### config.mk
export PLATFORM = sky130hd
export DESIGN_NAME = axi4_sram_slave
export DESIGN_NICKNAME = d
export VERILOG_FILES = /design/src/rtl/axi4_sram_slave.sv
export SDC_FILE = /design/constraint.sdc
export NUM_CORES = 1
export LEC_CHECK = 0
export CAP_MARGIN = 10
export CORE_AREA = 3 3 195 197
export DETAILED_ROUTE_END_ITERATION = 10
export DIE_AREA = 0 0 198 200
export PLACE_DENSITY_LB_ADDON = 0.05
export SLEW_MARGIN = 10
export SYNTH_ARGS = -nofsm -noshare
export SYNTH_HDL_FRONTEND = slang
export SYNTH_SLANG_ARGS = --single-unit
### constraint.sdc
create_clock -name CLK -period 6.2 [get_ports CLK]
set_input_delay 1.24 -clock CLK [delete_from_list [all_inputs] [get_ports CLK]]
set_output_delay 1.24 -clock CLK [all_outputs]
set_load 0.05 [all_outputs]
### src/rtl/axi4_sram_slave.sv
// AXI4 slave to 1-cycle SRAM: writes land the cycle after AW accept, first R beat 2 cycles after AR accept.
// Backpressure: 2-entry read buffer throttles SRAM issue; one outstanding transaction, B/R held until ready.
module axi4_sram_slave #(
  parameter logic [63:0] ADDR_BASE      = 64'h8000_0000,
  parameter int          MEM_WORDS_LOG2 = 16,
  parameter int          ID_W           = 4
) (
  input  logic                      CLK,
  input  logic                      RST_N,

  input  logic                      s_awvalid,
  input  logic [ID_W-1:0]           s_awid,
  input  logic [63:0]               s_awaddr,
  input  logic [7:0]                s_awlen,
  input  logic [2:0]                s_awsize,
  input  logic [1:0]                s_awburst,
  input  logic                      s_awlock,
  input  logic [3:0]                s_awcache,
  input  logic [2:0]                s_awprot,
  input  logic [3:0]                s_awqos,
  input  logic [3:0]                s_awregion,
  output logic                      s_awready,

  input  logic                      s_wvalid,
  input  logic [63:0]               s_wdata,
  input  logic [7:0]                s_wstrb,
  input  logic                      s_wlast,
  output logic                      s_wready,

  output logic                      s_bvalid,
  output logic [ID_W-1:0]           s_bid,
  output logic [1:0]                s_bresp,
  input  logic                      s_bready,

  input  logic                      s_arvalid,
  input  logic [ID_W-1:0]           s_arid,
  input  logic [63:0]               s_araddr,
  input  logic [7:0]                s_arlen,
  input  logic [2:0]                s_arsize,
  input  logic [1:0]                s_arburst,
  input  logic                      s_arlock,
  input  logic [3:0]                s_arcache,
  input  logic [2:0]                s_arprot,
  input  logic [3:0]                s_arqos,
  input  logic [3:0]                s_arregion,
  output logic                      s_arready,

  output logic                      s_rvalid,
  output logic [ID_W-1:0]           s_rid,
  output logic [63:0]               s_rdata,
  output logic [1:0]                s_rresp,
  output logic                      s_rlast,
  input  logic                      s_rready,

  output logic                      mem_en,
  output logic [7:0]                mem_we,
  output logic [MEM_WORDS_LOG2-1:0] mem_addr,
  output logic [63:0]               mem_wdata,
  input  logic [63:0]               mem_rdata
);

  typedef enum logic [1:0] {IDLE, WR_DATA, WR_RESP, RD} state_t;

  localparam logic [1:0]  RESP_OKAY   = 2'b00;
  localparam logic [1:0]  RESP_SLVERR = 2'b10;
  localparam logic [1:0]  RESP_DECERR = 2'b11;
  localparam logic [1:0]  BURST_INCR  = 2'b01;
  localparam logic [64:0] ADDR_LIMIT  = {1'b0, ADDR_BASE} + (65'd8 << MEM_WORDS_LOG2);

  state_t          state;
  logic            last_grant_was_read;
  logic [ID_W-1:0] id_q;
  logic [63:0]     addr_q;
  logic [7:0]      len_q;
  logic [2:0]      size_q;
  logic [1:0]      burst_q;
  logic            unsup_q;
  logic [8:0]      beat_cnt;
  logic            dec_err;
  logic [1:0]      bresp_q;

  // single-stage read pipeline tracking the beat whose SRAM data is on mem_rdata
  logic            p_vld;
  logic [1:0]      p_resp;
  logic            p_last;
  logic [63:0]     p_data;

  logic [63:0]     fifo_data [2];
  logic [1:0]      fifo_resp [2];
  logic            fifo_last [2];
  logic            fifo_wp;
  logic            fifo_rp;
  logic [1:0]      fifo_cnt;

  logic            pick_w;
  logic            w_hs;
  logic            w_access;
  logic            rd_issue;
  logic            rd_access;
  logic            in_range;
  logic [63:0]     addr_off;
  logic [63:0]     next_addr;
  logic [1:0]      issue_resp;
  logic            issue_last;
  logic            r_hs;
  logic            push;
  logic            pop;
  logic            w_last_dec;
  logic            w_last_slv;

  assign pick_w    = s_awvalid & (~s_arvalid | last_grant_was_read);
  assign s_awready = (state == IDLE) & pick_w;
  assign s_arready = (state == IDLE) & s_arvalid & ~pick_w;
  assign s_wready  = (state == WR_DATA);
  assign s_bvalid  = (state == WR_RESP);
  assign s_bid     = id_q;
  assign s_bresp   = bresp_q;
  assign s_rid     = id_q;

  assign addr_off  = addr_q - ADDR_BASE;
  assign in_range  = (addr_q >= ADDR_BASE) & ({1'b0, addr_q} < ADDR_LIMIT);
  assign next_addr = (burst_q == BURST_INCR) ? addr_q + (64'd1 << size_q) : addr_q;

  assign w_hs      = (state == WR_DATA) & s_wvalid;
  assign w_access  = w_hs & ~unsup_q & in_range;
  assign rd_issue  = (state == RD) & (beat_cnt <= {1'b0, len_q})
                   & (({1'b0, fifo_cnt} + {2'b00, p_vld}) < 3'd2);
  assign rd_access = rd_issue & ~unsup_q & in_range;

  assign mem_en    = w_access | rd_access;
  assign mem_we    = w_access ? s_wstrb : 8'h00;
  assign mem_addr  = addr_off[MEM_WORDS_LOG2+2:3];
  assign mem_wdata = s_wdata;

  assign issue_resp = unsup_q ? RESP_SLVERR : (in_range ? RESP_OKAY : RESP_DECERR);
  assign issue_last = (beat_cnt == {1'b0, len_q});

  assign w_last_dec = dec_err | (~unsup_q & ~in_range);
  assign w_last_slv = unsup_q | (beat_cnt != {1'b0, len_q});

  assign p_data = (p_resp == RESP_OKAY) ? mem_rdata : 64'd0;

  // R head comes from the buffer when it holds data, otherwise straight from the pipeline stage
  always_comb begin
    s_rvalid = 1'b0;
    s_rdata  = 64'd0;
    s_rresp  = RESP_OKAY;
    s_rlast  = 1'b0;
    if (fifo_cnt != 2'd0) begin
      s_rvalid = 1'b1;
      s_rdata  = fifo_data[fifo_rp];
      s_rresp  = fifo_resp[fifo_rp];
      s_rlast  = fifo_last[fifo_rp];
    end else if (p_vld) begin
      s_rvalid = 1'b1;
      s_rdata  = p_data;
      s_rresp  = p_resp;
      s_rlast  = p_last;
    end
  end

  assign r_hs = s_rvalid & s_rready;
  assign push = p_vld & ~((fifo_cnt == 2'd0) & s_rready);
  assign pop  = r_hs & (fifo_cnt != 2'd0);

  always_ff @(posedge CLK) begin
    if (!RST_N) begin
      state               <= IDLE;
      last_grant_was_read <= 1'b1;
      id_q                <= '0;
      addr_q              <= 64'd0;
      len_q               <= 8'd0;
      size_q              <= 3'd0;
      burst_q             <= 2'd0;
      unsup_q             <= 1'b0;
      beat_cnt            <= 9'd0;
      dec_err             <= 1'b0;
      bresp_q             <= RESP_OKAY;
      p_vld               <= 1'b0;
      p_resp              <= RESP_OKAY;
      p_last              <= 1'b0;
      fifo_wp             <= 1'b0;
      fifo_rp             <= 1'b0;
      fifo_cnt            <= 2'd0;
    end else begin
      case (state)
        IDLE: begin
          if (s_awready) begin
            state               <= WR_DATA;
            last_grant_was_read <= 1'b0;
            id_q                <= s_awid;
            addr_q              <= s_awaddr;
            len_q               <= s_awlen;
            size_q              <= s_awsize;
            burst_q             <= s_awburst;
            unsup_q             <= (s_awsize > 3'd3) | s_awburst[1];
            beat_cnt            <= 9'd0;
            dec_err             <= 1'b0;
          end else if (s_arready) begin
            state               <= RD;
            last_grant_was_read <= 1'b1;
            id_q                <= s_arid;
            addr_q              <= s_araddr;
            len_q               <= s_arlen;
            size_q              <= s_arsize;
            burst_q             <= s_arburst;
            unsup_q             <= (s_arsize > 3'd3) | s_arburst[1];
            beat_cnt            <= 9'd0;
          end
        end
        WR_DATA: begin
          if (w_hs) begin
            addr_q <= next_addr;
            if (beat_cnt != 9'h1FF) beat_cnt <= beat_cnt + 9'd1;
            if (~unsup_q & ~in_range) dec_err <= 1'b1;
            if (s_wlast) begin
              state   <= WR_RESP;
              bresp_q <= w_last_dec ? RESP_DECERR : (w_last_slv ? RESP_SLVERR : RESP_OKAY);
            end
          end
        end
        WR_RESP: begin
          if (s_bready) state <= IDLE;
        end
        RD: begin
          if (rd_issue) begin
            addr_q   <= next_addr;
            beat_cnt <= beat_cnt + 9'd1;
          end
          if (r_hs & s_rlast) state <= IDLE;
        end
        default: state <= IDLE;
      endcase

      p_vld  <= rd_issue;
      p_resp <= issue_resp;
      p_last <= issue_last;

      if (push) begin
        fifo_data[fifo_wp] <= p_data;
        fifo_resp[fifo_wp] <= p_resp;
        fifo_last[fifo_wp] <= p_last;
        fifo_wp            <= ~fifo_wp;
      end
      if (pop) fifo_rp <= ~fifo_rp;
      if (push & ~pop)      fifo_cnt <= fifo_cnt + 2'd1;
      else if (pop & ~push) fifo_cnt <= fifo_cnt - 2'd1;
    end
  end

  logic unused_sig;
  assign unused_sig = ^{s_awlock, s_awcache, s_awprot, s_awqos, s_awregion,
                        s_arlock, s_arcache, s_arprot, s_arqos, s_arregion,
                        addr_off[63:MEM_WORDS_LOG2+3], addr_off[2:0]};

endmodule

==> out/qor.yml, run 1 <==
crit_path_end_kind: "primary output"
p_sw_mw: 1.50
via_per_inst: 5.57
dp_slack_ps: 1590
fin_crit_ps: 4860
fin_ws_ps: 1340
p_int_mw: 3.17
worst_slew_pin_slew_ps: 1220
synth_edf_count: 134
crit_required_ps: 4960
die_w_um: 198
drt.antenna.violating_nets: 0
area_growth_syn_to_layout_pct: 29.9
yosysTopAreaCellShare: 0.295
pwr_density_cell_nw_per_um2: 264
antenna_found_initial: 2
hpwl_um: 30900
holdWs_ps: 454
htree_levels: 1
finalPower_mw: 4.67
slew_violations: 0
yosysWarningCount: 0
grt_max_degree: 78
cp.arrival_ps: 3620
wirelength_um: 45000
io_buffers: 348
syn_area_per_cell_sq_um: 9.02
synth_area_leaders: "edfxtp_1 30%, dfxtp_1 16%, nand2_1 5.5%, mux2i_1 5.2%, buf_4 4.6%"
cts_hold_buf: 0
clockBufferDepth: 3
diodes: 0
cts_buffers: 27
rows: 70
grt_pass1_vias: 11730
numClockSinks: 240
fp.dieH_um: 200
first_pass_iters: 5
drtIter0Drc: 731
drive_above_1_share: 0.0466
combPwrFrac: 0.251
cts_tree: "done"
clk_latency_ps: 530
max_stage_delay_ps: 900
cts-resized-gates: 0
grt_pass1_wl_um: 68000
cap_violations: 0
cpMaxStageDelayCell: "clkdlybuf4s50_1"
drc: 0
start_util: 0.374
synth_nets: 1869
synthTopCellsByCount: "201 x nand2_1, 134 x edfxtp_1, 106 x dfxtp_1"
rsz0062_at_grt: "no"
status: "complete, no violations"
startpoint_type: "register"
synth_most_common_cell: "nand2_1"
relSlewSlack: 0.183
path_delay_family: "simple AND/OR/NAND/NOR gates"
via_count: 12292
synth_cell_type_count: 70
post_cts_buffers: 0
netlist_instances: 1512
wl_per_cell_um: 20.4
swShare: 0.321
synth.ff_latch_count: 240
synthFlopType: "edfxtp_1"
pin_count: 509
yosysTopAreaCell: "edfxtp_1"
setup_viol: 0
setup_tns_ps: 0
synthArstFlopShare: 0
overflow: 0
critPathBufInv: 1
crit_chain: "nor4b_1, nand4_1, nor4_2, nor2b_1, clkdlybuf4s50_1"
clkPwrFrac: 0.336
clk_pin_slew_ps: 60
final-hold-violation-count: 0
core_area_sq_um: 36400
seqPwrFrac: 0.413
hold_path_class: "reg2reg"
place.gp.congestion: 0.835
ys_seq_area_frac: 0.451
path_class: "reg2out"
layout.nets: 2077
ir_worst_vdd_v: 0.000146
synth_area_sq_um: 13600
path_max_fanout: 11
clockRootBuffer: "clkbuf_16"
dieArea_sq_um: 39600
fin_skew_ps: 7.90
leakagePower_nw: 6.34
timing.final.crit_share: 0.785
grt_use_total: 0.215
fmax_ghz: 0.206
[path summary, 6_finish.rpt]
kind	from	end	slack, ps	cells after the start
setup / recovery	addr_q[29]$_SDFFE_PN0P_	mem_en	1340	5
hold / removal	last_grant_was_read$_SDFFE_PN1P_	last_grant_was_read$_SDFFE_PN1P_	450	1
setup reg to reg	size_q[1]$_SDFFE_PN0P_	addr_q[60]$_SDFFE_PN0P_	2660	8
hold reg to reg	last_grant_was_read$_SDFFE_PN1P_	last_grant_was_read$_SDFFE_PN1P_	450	1
[layout by cell type (no fill, tap or decap), types with 23 or more instances in the layout]
| cell type | count |
|---|---|
| o21ai_0 | 67 |
| nand3_1 | 68 |
| o22ai_1 | 73 |
| mux2i_1 | 71 |
| nor2_1 | 60 |
| nand2_1 | 200 |
| inv_1 | 84 |
| nand4_1 | 23 |
| nor3_1 | 25 |
| edfxtp_1 | 134 |
| and3_1 | 34 |
| dfxtp_1 | 104 |
| a21oi_1 | 77 |
| clkdlybuf4s50_1 | 347 |
| clkbuf_16 | 27 |
[cell families (layout without fill, tap and decap cells)]
kind of cell	after synthesis	in the layout	share of synthesized area
DFF	240	240	0.451
xor gates and xnor gates	7	7	0.00450
muxes	71	71	0.0521
and+or+nand+nor	498	498	0.178
adders and majority gates	19	19	0.0180
buffers and inverters	274	502	0.0993
AOI/OAI and AO/OA	403	403	0.197
[layout make-up]
class                      count  area [sq um]
clock buffer                  35           706
clock inverter                14           144
fill                        3546         18700
inverter                      87           327
multi-input combinational    998          6180
sequential                   240          6150
tap                          468           586
timing repair buffer         366          3610
[state kept, by name, summed over array words and instances, names as in the netlist, 2 cells and up, named ones only]
| register | cells |
|---|---|
| fifo_data | 128 |
| addr_q | 64 |
| beat_cnt | 9 |
| len_q | 8 |
| fifo_resp | 4 |
| s_bid | 4 |
| size_q | 3 |
| burst_q | 2 |
| fifo_cnt | 2 |
| fifo_last | 2 |
| p_resp | 2 |
| s_bresp | 2 |
| state | 2 |
[per-stage QoR]
step / utilization / instance area (sq um) / instances
global route: 0.486 / 17700 / 2208
floorplan: - / 13600 / 1512
detailed placement: 0.463 / 16900 / 2159
finish: 0.486 / 17700 / 2208
CTS: 0.486 / 17700 / 2208
global placement: 0.463 / 16900 / 2159
[metal layers]
layer	global-route usage	share of wire	vias up
met1	0.281	0.43	5818
met3	0.0495	0.077	58
li1	-	-	5943
met2	0.369	0.48	469
met5	0	0.00076	-
met4	0.0461	0.017	4
[power groups by stage]
stage          clock [mW]  sequential, mW  combinational [mW]
3_5_place_dp            0            1.96                1.18
2_1_floorplan           0            1.91               0.876
4_1_cts              1.61            1.93                1.18
6_report             1.57            1.93                1.17
3_3_place_gp            0            1.96                1.17
5_1_grt              1.67            1.95                1.28
Note: power is estimated with default switching activity, not from simulation.
==> run 2: changes to the inputs <==
==> constraint.sdc (replaced) <==
create_clock -name CLK -period 5 [get_ports CLK]
set_input_delay 1 -clock CLK [delete_from_list [all_inputs] [get_ports CLK]]
set_output_delay 1 -clock CLK [all_outputs]
set_load 0.05 [all_outputs]
==> out/qor.yml, run 2 (synthesized netlist as in run 1, its figures left out) <==
post_cts_buffers: 0  # unchanged
overflow: 0  # unchanged
status: "complete, no violations"  # unchanged
final-hold-violation-count: 0  # unchanged
swShare: 0.318  # was 0.321
seqPwrFrac: 0.402  # was 0.413
setup_viol: 0  # unchanged
regMostFlops: "fifo_data"  # unchanged
die_w_um: 198  # unchanged
fp.dieH_um: 200  # unchanged
startpoint_type: "register"  # unchanged
nFillCells: 3529  # was 3,546
finalPower_mw: 5.96  # was 4.67 mW
first_pass_iters: 5  # unchanged
rows: 70  # unchanged
cts_hold_buf: 0  # unchanged
drive_above_1_share: 0.0532  # was 0.0466
slew_violations: 0  # unchanged
reg.largest.list: "fifo_data x128, addr_q x64, beat_cnt x9"  # unchanged
leakagePower_nw: 6.43  # was 6.34 nW
cap_violations: 0  # unchanged
ir_worst_vdd_v: 0.000219  # was 0.000146 V
area_growth_syn_to_layout_pct: 31.0  # was 29.9%
pwr_density_cell_nw_per_um2: 334  # was 264 nW/um^2
cts-resized-gates: 0  # unchanged
fin_skew_ps: 16.9  # was 7.90 ps
diodes: 0  # unchanged
fin_crit_ps: 4370
p_int_mw: 4.06  # was 3.17 mW
grt_max_degree: 74  # was 78
layout_commonest_cell: "clkdlybuf4s50_1"  # unchanged
rsz0062_at_grt: "no"  # unchanged
largest_reg_flops: 128  # unchanged
relSlewSlack: 0.258  # was 0.183
wirelength_um: 45200  # was 45,000 um
cts_buffers: 28  # was 27
grt_pass1_wl_um: 69000  # was 68,000 um
via_per_inst: 5.52  # was 5.57
place.gp.congestion: 0.860  # was 0.835
layout.nets: 2084  # was 2,077
clk_pin_slew_ps: 60  # about the same
regArea_sq_um: 6150  # unchanged
wl_per_cell_um: 20.4  # about the same
timing.final.crit_share: 0.875
drt.antenna.violating_nets: 0  # unchanged
htree_levels: 1  # unchanged
dp.cells: 2165  # was 2,159
clk_latency_ps: 550  # was 530 ps
setup_tns_ps: 0  # unchanged
hold_path_class: "reg2reg"  # unchanged
combPwrFrac: 0.247  # was 0.251
drc: 0  # unchanged
crit_required_ps: 4000  # was 4960 ps
fmax_ghz: 0.229
layout_common_cells: "346 x clkdlybuf4s50_1, 200 x nand2_1, 134 x edfxtp_1, 104 x dfxtp_1, 84 x inv_1"  # was 347 x clkdlybuf4s50_1, 200 x nand2_1, 134 x edfxtp_1, 104 x dfxtp_1, 84 x inv_1
grt_use_total: 0.218  # was 0.215
start_util: 0.374  # unchanged
numClockSinks: 240  # unchanged
pin_count: 509  # unchanged
via_count: 12231  # was 12,292
clockRootBuffer: "clkbuf_16"  # unchanged
multi_input_area_sq_um: 6190  # was 6180 sq um
instances_no_fill: 2217  # was 2,208
clkPwrFrac: 0.351  # was 0.336
p_sw_mw: 1.89  # was 1.50 mW
io_buffers: 348  # unchanged
antenna_found_initial: 2  # unchanged
core_area_sq_um: 36400  # unchanged
worst_slew_pin_slew_ps: 1110  # was 1220 ps
crit_path_end_kind: "primary output"  # unchanged
hpwl_um: 31200  # was 30,900 um
dieArea_sq_um: 39600  # unchanged
path_max_fanout: 64  # was 11
path_class: "reg2out"  # unchanged
cp.arrival_ps: 3370  # was 3620 ps
clockBufferDepth: 3  # unchanged
cts_tree: "done"  # unchanged
drtIter0Drc: 697  # was 731
grt_pass1_vias: 11938  # was 11,730
-- run 2: changes by cell type in the layout (fill, tap and decap cells not counted), moves of 2 or more --
cell and delta:
buf_4 +5, clkinvlp_4 -2, clkinv_1 -2, clkbuf_16 +2
clkinv_2 +5
-- run 2: power by group through the flow --
stage               clock [mW]  combinational (mW)  sequential (mW)
detailed placement           0                1.47             2.43
global placement             0                1.46             2.43
global route              2.22                1.61             2.42
floorplan                    0                1.09             2.37
CTS                       2.14                1.48             2.39
finish                    2.09                1.47             2.40
-- run 2: worst max-delay path, stage by stage, from the launching register on --
cell and delay, ps:
dfxtp_1 400, nor2_4 750, nand2_2 70, buf_4 340, o22ai_1 280, clkdlybuf4s50_1 890
-- run 2: area by class of cell --
| type | instances | area share |
|---|---|---|
| clock buffer | 36 | 0.0421 |
| clock inverter | 16 | 0.0101 |
| inverter | 87 | 0.0183 |
| multi-input combinational | 998 | 0.347 |
| sequential | 240 | 0.344 |
| tap | 468 | 0.0328 |
| timing repair buffer | 372 | 0.206 |
-- run 2: final timing paths --
kind	start	endpoint	slack (ps)	cells after the start
setup reg to reg	size_q[0]$_SDFFE_PN0P_	addr_q[60]$_SDFFE_PN0P_	1450	8
hold reg to reg	last_grant_was_read$_SDFFE_PN1P_	last_grant_was_read$_SDFFE_PN1P_	450	1
setup / recovery	fifo_cnt[0]$_SDFFE_PN0P_	s_rdata[36]	630	5
hold / removal	last_grant_was_read$_SDFFE_PN1P_	last_grant_was_read$_SDFFE_PN1P_	450	1
-- run 2: per-stage QoR --
stage	instance area [sq um]	utilization	hold slack, ps	setup slack, ps
2_1_floorplan	13600	-	426	949
3_3_place_gp	16900	0.464	441	884
3_5_place_dp	16900	0.464	443	868
4_1_cts	17900	0.490	457	595
5_1_grt	17900	0.490	497	461
6_report	17900	0.490	455	627
-- run 2: metal layers --
layer  part of all wire  global-route usage  vias up
met5            0.00060                   0        -
met4              0.012              0.0364        4
met3              0.076              0.0556       47
met2               0.48               0.372      420
met1               0.43               0.286     5792
li1                   -                   -     5968
